`src/rtl/charlie7x5_decoder.sv`:
```
// charlie7x5_decoder: decodes a sampled 7-pin charlieplex bus into 42-LED frame snapshots per window; CHARLIE7X5_DECODER_STATS_EN adds window statistics
module charlie7x5_decoder #(
  parameter int WINDOW_TICKS = 4096,
  parameter int ERR_W = 8
) (
  input  logic                            clk,
  input  logic                            rst,
  input  logic [6:0]                      charlie7x5_o,
  input  logic [6:0]                      charlie7x5_oe,
  output logic [41:0]                     frame_o,
  output logic                            frame_valid_o,
  input  logic                            frame_ready_i,
  output logic                            overrun_o,
  output logic [ERR_W-1:0]                conflict_cnt_o
`ifdef CHARLIE7X5_DECODER_STATS_EN
  ,
  output logic [$clog2(WINDOW_TICKS):0]   active_cycles_o,
  output logic [2:0]                      max_lit_o
`endif
);
  localparam int CW = $clog2(WINDOW_TICKS);
  logic [6:0] s_o, s_oe, an, ca;
  logic [41:0] acc, lit, snap;
  logic [CW-1:0] cnt;
  logic one_an, conflict, win_end, accept;
  assign an = s_oe & s_o;
  assign ca = s_oe & ~s_o;
  assign one_an = $onehot(an);
  assign conflict = !$onehot0(an) && |ca;
  assign snap = acc | lit;
  assign win_end = cnt == CW'(WINDOW_TICKS - 1);
  assign accept = !frame_valid_o || frame_ready_i;
  // the anode's own pin is skipped, so cathodes above it shift down by one
  always_comb begin
    lit = '0;
    for (int a = 0; a < 7; a++)
      for (int c = 0; c < 7; c++)
        if (c != a) lit[a*6 + (c < a ? c : c - 1)] = one_an & an[a] & ca[c];
  end
  always_ff @(posedge clk or posedge rst) begin
    if (rst) begin
      s_o <= '0;
      s_oe <= '0;
      cnt <= '0;
      acc <= '0;
      frame_o <= '0;
      frame_valid_o <= 1'b0;
      overrun_o <= 1'b0;
      conflict_cnt_o <= '0;
    end else begin
      s_o <= charlie7x5_o;
      s_oe <= charlie7x5_oe;
      cnt <= win_end ? '0 : cnt + 1'b1;
      acc <= win_end ? '0 : snap;
      if (conflict && !(&conflict_cnt_o)) conflict_cnt_o <= conflict_cnt_o + 1'b1;
      if (win_end && accept) begin
        frame_o <= snap;
        frame_valid_o <= 1'b1;
      end else if (win_end) overrun_o <= 1'b1;
      else if (frame_ready_i) frame_valid_o <= 1'b0;
    end
  end
`ifdef CHARLIE7X5_DECODER_STATS_EN
  logic [CW:0] act_cnt, act_next;
  logic [2:0] mx, cur, mx_next;
  assign cur = 3'($countones(lit));
  assign act_next = act_cnt + (CW+1)'(|lit);
  assign mx_next = cur > mx ? cur : mx;
  always_ff @(posedge clk or posedge rst) begin
    if (rst) begin
      act_cnt <= '0;
      mx <= '0;
      active_cycles_o <= '0;
      max_lit_o <= '0;
    end else begin
      act_cnt <= win_end ? '0 : act_next;
      mx <= win_end ? '0 : mx_next;
      if (win_end && accept) begin
        active_cycles_o <= act_next;
        max_lit_o <= mx_next;
      end
    end
  end
`endif
endmodule

```
`config.mk`:
```
export PLATFORM = sky130hd
export DESIGN_NAME = charlie7x5_decoder
export DESIGN_NICKNAME = d
export VERILOG_FILES = /design/src/rtl/charlie7x5_decoder.sv
export SDC_FILE = /design/constraint.sdc
export NUM_CORES = 1
export LEC_CHECK = 0
export CORE_MARGIN = 4
export CORE_UTILIZATION = 57
export CTS_CLUSTER_DIAMETER = 80
export DETAILED_ROUTE_END_ITERATION = 7
export PLACE_DENSITY = 0.95
export REMOVE_ABC_BUFFERS = 1
export SLEW_MARGIN = 20
export SYNTH_ARGS = -nofsm -noshare
export SYNTH_HDL_FRONTEND = slang
export SYNTH_SLANG_ARGS = --single-unit
```
`constraint.sdc`:
```
create_clock -name clk -period 11.05 [get_ports clk]
set_clock_uncertainty 0.2 [all_clocks]
set_input_delay 2.21 -clock clk [delete_from_list [all_inputs] [get_ports clk]]
set_output_delay 2.21 -clock clk [all_outputs]
set_load 0.005 [all_outputs]
```
==> summary.txt <==
Timing
  • RSZ-0062 raised after global routing: false
  • Slew Limit Fails: 0
  • Final sum of negative setup slack: 0 ns
  • Max Fclk: 255.0 MHz
  • Crit path time final: 3.922 ns
  • Hold WS: 0.2723 ns
  • Final hold vios: 0
  • Period utilization: 0.3550
  • Final setup violation count: 0
  • Slew @ Worst Pin: 0.8532 ns
  • Rel. slew slack: 0.4300

Place
  • GP Congestion: 0.7737
  • Placed cell area: 5308 µm²
  • IO buf count: 68
  • Post-DP HPWL: 6822 µm

Global routing
  • Vias in the first global route: 3,559
  • GRT Total Usage: 0.2460
  • GR Overflow Total: 0
  • Initial antenna violation count: 0
  • Largest net degree at the start of global routing: 85
  • First-pass GRT wire length: 18,060 µm

Setup path
  • Worst EP arrival: 1.51 ns
  • CP max FO: 6
  • Critical Path End Type: primary output
  • Setup CP Type: reg -> out
  • CP peak stage delay: 0.54 ns
  • Setup slack, reg-to-reg: 7.13 ns
  • Crit-path cells: clkdlybuf4s50_1
  • Reg2Reg Capture Point: frame_o[9]
  • Worst Reg-to-Reg Cells: 10
  • CP delay by family, top: buffers and inverters
  • Worst setup SP type: register
  • FF-to-FF Start: s_o[3]
  • Worst Path Buf+Inv: 1
  • CP required: 8.64 ns
  • CP max-delay cell: clkdlybuf4s50_1

Power and ir drop
  • Logic pwr share: 0.152
  • Pleak: 2.618 nW
  • Internal Power: 0.9750 mW
  • Share of power burned in registers: 0.434
  • PwrDens: 223.7 nW/µm²
  • Switching share of power: 0.2651
  • VDD IR max: 0.0001351 V
  • Clock power frac: 0.414
  • Design Power: 1.327 mW
  • Switch Pwr: 0.3518 mW

Final layout
  • Layout cell share with drive strength beyond 1: 0.09146
  • Most frequent cells in the layout: dfrtp_1 (120), clkdlybuf4s50_1 (68), nand2_1 (51)
  • Syn-to-layout area delta: 30.61%
  • Commonest non-fill, non-tap cell in the layout: dfrtp_1
  • Finished layout cell area: 5932 µm²
  • Final nets: 502
  • ANT cells: 0
  • Fill cell count: 446

Worst hold path
  • Worst hold path type: reg -> reg
  • Hold Crit Start: acc[12]
  • Hold endpoint: acc[12]
  • Hold Crit Depth: 2

CTS
  • CTS tree: yes
  • TritonCTS Buffers: 17
  • CTS H-tree lvls: 4
  • Longest Clk Path Bufs: 2
  • Post-CTS Hold Fix Bufs: 0
  • CTS root buf: clkbuf_8
  • Worst skew pair latency: 0.52 ns
  • Setup Fix Bufs, Post-CTS: 0
  • Post-CTS resize count: 0
  • Number of sinks on the clock net: 120
  • Clock slew seen by the registers of the worst setup and hold paths: 0.05 ns

Routing
  • Antenna Nets Post-Route: 0
  • Initial drt markers: 255
  • DRC violations left: 0
  • WL/cell: 18.34 µm
  • Pre-antenna DRT Iters: 5
  • Final WL: 10,890 µm
  • Vias/cell: 5.687
  • Vias: 3,378

Floorplan
  • Cell row count: 32
  • Initial core utilization: 0.5878
  • Horiz. Die Dim: 97.27 µm
  • Die area: 9460 µm²
  • Core footprint: 7727 µm²
  • Ports: 69
  • Die outline height: 97.27 µm

Logic synthesis
  • Synth Area in Adders: 0.02314
  • Mapped Cells: 407
  • Sequential-to-total area share from yosys stat: 0.6612
  • Post-Syn Area: 4542 µm²
  • Largest family of logic cells by synthesized area: simple AND/OR/NAND/NOR gates
  • Yosys warning count: 0
  • Synth Area in Compound Gates: 0.1110
  • Syn_area_per_cell: 11.16 µm²
  • Post-synthesis simple-gate area fraction: 0.1559
  • Synth Area in XOR/XNOR: 0.02314
  • Post-synthesis cell type count: 34
  • Post-synthesis mux area share: 0.005785
  • #FFs+latches synth: 120

Run
  • Max Cap Viol: 0

Status
  • Status: completed
==> synthesized netlist by cell type, drive strengths merged <==
master  instances  area (µm²)
nand2          52       195.2
xnor2           5       43.79
nor2           48       182.7
nor4            2       12.51
a31oi           1       6.260
or4             1       11.26
o21bai          1       7.510
nand3           7       35.03
or3             2       12.51
xor2            7       61.31
dfrtp         120        3003
o41ai           1       27.53
mux2            2       26.27
nand2b          2       12.51
fa              4       80.08
a21oi          44       220.2
o21ai          47       235.2
and3            1       6.260
o31ai           1       7.510
and2            8       51.30
inv             6       22.52
clkbuf         17       63.81
buf             1       3.750
ha              2       25.02
and4            3       26.28
nand4           4       25.02
nor2b          15       116.4
nor3            2       15.01
or2             1       6.260
==> stage by stage <==
stage	util	setup WS, ns	std cells
3_3_place_gp	0.6862	6.786	561
2_1_floorplan	-	5.454	389
4_1_cts	0.7641	7.125	593
3_5_place_dp	0.6869	6.815	561
5_1_grt	0.7676	6.969	594
6_report	0.7676	7.128	594
==> power by group through the flow <==
stage	clock, mW	sequential, mW	combinational [mW]
2_1_floorplan	0	0.568	0.121
3_3_place_gp	0	0.572	0.173
6_report	0.550	0.576	0.201
4_1_cts	0.553	0.574	0.200
5_1_grt	0.578	0.583	0.225
3_5_place_dp	0	0.578	0.191
==> logic make-up after synthesis <==
group,Yosys count
xor gates and xnor gates,12
muxes,2
buffers and inverters,24
and+or+nand+nor,148
adders and majority gates,6
DFF,120
AOI/OAI and AO/OA,95
==> sequential cells by signal (all words and copies together), names as in the netlist <==
name,count
acc,42
cnt,12
conflict_cnt_o,8
frame_o,42
frame_valid_o,1
overrun_o,1
s_o,7
s_oe,7
==> layout make-up <==
type / instances / area, µm² / area share
flip-flops and latches: 120 / 3003 / 0.5062
clock inverters: 9 / 120.1 / 0.02025
inverters: 6 / 25.02 / 0.004219
multi-input cells: 263 / 1456 / 0.2455
well taps: 102 / 127.6 / 0.02151
repair buffers: 71 / 723.2 / 0.1219
clock buffers: 23 / 476.7 / 0.08036
==> metal layers <==
layer	vias to the layer above	track usage	share of wire
li1	1503	-	-
met5	-	0	0
met3	41	0.06604	0.062
met2	145	0.4167	0.52
met4	0	0.1150	0.031
met1	1689	0.2939	0.39
==> worst max path at each step <==
stage / from / endpoint / depth (start not counted)
6_report: conflict_cnt_o[3] / conflict_cnt_o[3] / 1
5_1_grt: s_oe[0] / frame_o[29] / 10
4_1_cts: conflict_cnt_o[3] / conflict_cnt_o[3] / 1
3_5_place_dp: rst / overrun_o / 3
3_3_place_gp: frame_ready_i / frame_o[17] / 4
2_1_floorplan: rst / acc[0] / 1
No activity file was read; power rests on OpenSTA's default activity.
